### src/rtl/clk_div_gen_pkg.sv
// Shared constants for the programmable clock divider.
package clk_div_gen_pkg;
  localparam int unsigned CW_DEFAULT = 16;
  localparam int unsigned DIV_MIN    = 2;
endpackage

### src/rtl/clk_div_gen_ctrl.sv
// Divisor capture, clamp and pending/apply control for clk_div_gen.
module clk_div_ctrl
  import clk_div_gen_pkg::*;
#(
  parameter int unsigned CW        = CW_DEFAULT,
  parameter int unsigned DIV_RESET = 4
) (
  input  logic          clk_i,
  input  logic          rst_i,
  input  logic          wrap_i,
  input  logic [CW-1:0] div_val_i,
  input  logic          div_load_i,
  output logic [CW-1:0] div_o,
  output logic [CW-1:0] div_next_o,
  output logic          pending_o
);

  logic [CW-1:0] div_q, div_d;
  logic [CW-1:0] pend_div_q, pend_div_d;
  logic          pending_q, pending_d;
  logic [CW-1:0] clamped;

  always_comb begin
    clamped = (div_val_i < CW'(DIV_MIN)) ? CW'(DIV_MIN) : div_val_i;
  end

  // A load coinciding with a wrap bypasses the pending register entirely.
  always_comb begin
    div_d      = div_q;
    pend_div_d = pend_div_q;
    pending_d  = pending_q;
    if (wrap_i) begin
      pending_d = 1'b0;
      if (div_load_i) begin
        div_d = clamped;
      end else if (pending_q) begin
        div_d = pend_div_q;
      end
    end else if (div_load_i) begin
      pend_div_d = clamped;
      pending_d  = 1'b1;
    end
  end

  always_ff @(posedge clk_i or posedge rst_i) begin
    if (rst_i) begin
      div_q      <= CW'(DIV_RESET);
      pend_div_q <= CW'(DIV_RESET);
      pending_q  <= 1'b0;
    end else begin
      div_q      <= div_d;
      pend_div_q <= pend_div_d;
      pending_q  <= pending_d;
    end
  end

  assign div_o      = div_q;
  assign div_next_o = div_d;
  assign pending_o  = pending_q;

endmodule

### src/rtl/clk_div_gen.sv
// Programmable clock divider: phase counter, divided clock and period tick.
module clk_div_gen
  import clk_div_gen_pkg::*;
#(
  parameter int unsigned CW        = CW_DEFAULT,
  parameter int unsigned DIV_RESET = 4
) (
  input  logic          clk,
  input  logic          rst,
  input  logic          en,
  input  logic [CW-1:0] div_val,
  input  logic          div_load,
  output logic          div_out,
  output logic          tick,
  output logic          div_pending,
  output logic [CW-1:0] phase
);

  logic [CW-1:0] cnt_q, cnt_d;
  logic          out_q, out_d;
  logic          tick_q, tick_d;
  logic [CW-1:0] div_cur, div_next;
  logic          wrap;
  logic [CW:0]   half;

  clk_div_ctrl #(
    .CW        (CW),
    .DIV_RESET (DIV_RESET)
  ) u_ctrl (
    .clk_i      (clk),
    .rst_i      (rst),
    .wrap_i     (wrap),
    .div_val_i  (div_val),
    .div_load_i (div_load),
    .div_o      (div_cur),
    .div_next_o (div_next),
    .pending_o  (div_pending)
  );

  assign wrap = en && (cnt_q == (div_cur - CW'(1)));

  // High-phase length uses the divisor in force for the next cycle, so a new
  // divisor shapes its very first period; CW+1 bits avoid overflow at max D.
  assign half = ({1'b0, div_next} + (CW+1)'(1)) >> 1;

  always_comb begin
    cnt_d  = cnt_q;
    out_d  = out_q;
    tick_d = 1'b0;
    if (en) begin
      cnt_d  = wrap ? '0 : cnt_q + CW'(1);
      out_d  = ({1'b0, cnt_d} < half);
      tick_d = wrap;
    end
  end

  always_ff @(posedge clk or posedge rst) begin
    if (rst) begin
      cnt_q  <= CW'(DIV_RESET - 1);
      out_q  <= 1'b0;
      tick_q <= 1'b0;
    end else begin
      cnt_q  <= cnt_d;
      out_q  <= out_d;
      tick_q <= tick_d;
    end
  end

  assign div_out = out_q;
  assign tick    = tick_q;
  assign phase   = cnt_q;

endmodule

### config.mk
export PLATFORM = sky130hd
export DESIGN_NAME = clk_div_gen
export DESIGN_NICKNAME = d
export VERILOG_FILES = /design/src/rtl/clk_div_gen_pkg.sv /design/src/rtl/clk_div_gen_ctrl.sv /design/src/rtl/clk_div_gen.sv
export SDC_FILE = /design/constraint.sdc
export NUM_CORES = 1
export LEC_CHECK = 0
export BUFFER_PORTS_ARGS = -buffer_cell sky130_fd_sc_hd__buf_2
export CORE_MARGIN = 5
export CORE_UTILIZATION = 45
export DETAILED_ROUTE_END_ITERATION = 8
export GPL_TIMING_DRIVEN = 0
export PLACE_DENSITY = 0.72
export SLEW_MARGIN = 20
export SYNTH_ARGS = -nofsm -noshare
export SYNTH_HDL_FRONTEND = slang
export SYNTH_SLANG_ARGS = --single-unit
### constraint.sdc
create_clock -name clk -period 7.5 [get_ports clk]
set_input_delay 0.375 -clock clk [delete_from_list [all_inputs] [get_ports clk]]
set_output_delay 0.375 -clock clk [all_outputs]
set_load 0.01 [all_outputs]
==> metrics.cfg <==
[clocking]
tritoncts=built
clock_latency_ns=0.32
clock-sinks=51
htreeDepth=2
cts_inserted_buffers=5
cts-resized-gates=0
cts_setup_buffers=0
clk_transition_reported_paths_ns=0.10
cts-root-buf=clkbuf_8
clock_path_buffers=2
hold_buffers=0

[detailed_routing]
ant_nets=0
drt-total-wl_mm=11.0
wl_per_cell_um=17.8
drt_iter0_drc=220
num_vias=3644
viasPerCell=5.90
firstDrtPassIters=5
drc=0

[synth]
ys.flop_type=dfrtp_1
async_flop_share_pct=100
syn_area_um2=4070
synth_fp_nets=501
synth_seq_cells=51
synth-edff-count=0
netlist_instances=463
synth_top_area_cell=dfrtp_1
post-synth-top-count-cell=dfrtp_1
synthTopCellsByCount=47 x dfrtp_1, 36 x nor2_1, 35 x mux2_2, 35 x nand2_1, 23 x xor2_1
ys_seq_area_share_pct=31.4
synth.distinct_cells=63
syn_area_per_cell_um2=8.80
yosysWarnings=0
netlist.area_leader.share_pct=28.9
synth_area_leaders=dfrtp_1 29%, mux2_2 9.7%, ha_1 5.5%

[critical_path]
start_kind=flip-flop
crit_required_ns=7.76
cp_max_fo=10
arrival_ns=7.32
crit_path_end_kind=flip-flop
path_class=flip-flop to flip-flop

[floorplanning]
core_area_um2=8760
chipHeight_um=105
rows=34
initial_core_util_pct=46.5
io_pins=39
die_w_um=105
die_area_um2=11100

[sta]
tns_ns=0
clock_skew_ns=0.00531
timing.fmax_mhz=142
slew_viol_final=0
tightest_slew_ns=0.852
period_share_pct=94.2
layout_min_cycle_time_ns=7.06
final_hold_viol_count=0
setup_viol=0
grt_setup_unrepaired=false
relSlewSlack_pct=42.7
postLayoutSetupSlackWorst_ns=0.438

[cells_and_area]
n_antenna_cell=0
areaGrowthSynthToFinish_pct=10.6
nNetsFinal=547
layout-drive-gt1-share_pct=19.8
fillers=839

[global_route]
use_met2_pct=33.8
grt_max_degree=31
track_usage_pct=19.9
overflow=0
grt_pass1_wl_mm=18.1
met1_usage_pct=27.2
antenna_found_initial=0
grt_pass1_vias=3590
busiest_layer=met2
use_met3_pct=2.59

[place]
gp_congestion=0.896
place_ws_ns=0.542
dp_hpwl_mm=8.73
port_buffers=38

[min_path]
hp-class=input port to async pin

[pwr]
p_leak_nw=1.95
power_mw=1.14
vdd_drop_max_uv=126
p_per_area_nw_per_um2=253

[run]
cap_violations=0

[outcome]
status=complete, no violations

==> state kept, by name, summed over array words and instances (netlist names) <==
signal             cells
div_out                1
phase                 16
tick                   1
u_ctrl.div_o          16
u_ctrl.pend_div_q     16
u_ctrl.pending_o       1
==> layout make-up <==
| cell class | instances | area (um2) | area share (%) |
|---|---|---|---|
| Inverter | 15 | 56.3 | 1.25 |
| Buffer | 31 | 126 | 2.80 |
| Tap cell | 108 | 135 | 3.00 |
| Clock buffer | 6 | 72.6 | 1.61 |
| Sequential cell | 51 | 1280 | 28.4 |
| Multi-Input combinational cell | 366 | 2610 | 57.9 |
| Timing Repair Buffer | 39 | 210 | 4.67 |
| Clock inverter | 2 | 13.8 | 0.305 |
==> report_power, final <==
group | internal [mW] | total (mW) | switching (mW)
clock network | 0.0662 | 0.166 | 0.100
logic | 0.256 | 0.566 | 0.310
registers | 0.336 | 0.407 | 0.0716
total | 0.658 | 1.14 | 0.482
==> metrics by stage <==
| stage | instance area (um2) | util (%) | cells | hold WS [ns] |
|---|---|---|---|---|
| 2_1_floorplan | 4070 | - | 463 | 0.471 |
| 3_3_place_gp | 4400 | 50.2 | 609 | 0.482 |
| 3_5_place_dp | 4420 | 50.4 | 610 | 0.433 |
| 4_1_cts | 4510 | 51.4 | 618 | 0.0816 |
| 5_1_grt | 4510 | 51.4 | 618 | 0.107 |
| 6_report | 4510 | 51.4 | 618 | 0.0765 |
==> cell families (layout without fill, tap and decap cells) <==
group	count (synthesis)	count (layout)	synth area share [%]
and+or+nand+nor	167	167	21.9
adders and majority gates	18	18	5.53
DFF	51	51	31.4
xor gates and xnor gates	45	45	9.67
muxes	43	43	11.6
AOI/OAI and AO/OA	93	93	15.4
buffers and inverters	46	93	4.48
==> cell usage in the layout, fill, tap and decap left out, types with 12 or more instances in the layout <==
cell / instances
a21oi_1: 20
buf_2: 43
clkbuf_1: 22
dfrtp_1: 47
ha_1: 18
inv_1: 14
mux2_2: 35
nand2_1: 35
nand2b_1: 12
nand3_1: 12
nor2_1: 36
nor3_1: 13
o21ai_0: 22
xnor2_1: 22
xor2_1: 23
==> metal layers <==
metal	up-vias	wire (um)
li1	1762	-
met2	105	5380
met4	0	118
met5	-	0
met3	12	516
met1	1765	5010
==> critical path: stages, from the launching register on <==
cell and delay (ns):
dfrtp_1 0.37, clkbuf_1 0.24, inv_1 0.17, ha_1 0.26, or4b_4 0.53, o31a_1 0.27
a2111o_1 0.38, o211a_2 0.17, or4_1 0.52, buf_2 0.20, clkbuf_1 0.24, o21ai_0 0.34
ha_1 0.32, inv_1 0.11, a211oi_2 0.43, nand2b_1 0.13, xnor2_1 0.25, ha_1 0.30
a21o_1 0.17, a21o_1 0.17, a21o_1 0.18, a21o_1 0.19, a21o_1 0.18, a21o_1 0.20
a2111oi_0 0.44, o31ai_1 0.14, nand2_1 0.08
==> worst paths after layout <==
check                           startpoint                    end  slack [ns]  cells after the start
setup / recovery           u_ctrl.div_o[0]                div_out        0.44                     26
hold / removal                         rst  u_ctrl.pend_div_q[12]        0.08                      2
setup reg to reg           u_ctrl.div_o[0]                div_out        0.44                     26
hold reg to reg                    div_out                div_out        0.51                      2
max in group asynchronous              rst               phase[5]        6.89                      3
min in group clk                div_val[3]   u_ctrl.pend_div_q[3]        0.31                      2
No activity file was read; power rests on OpenSTA's default activity.
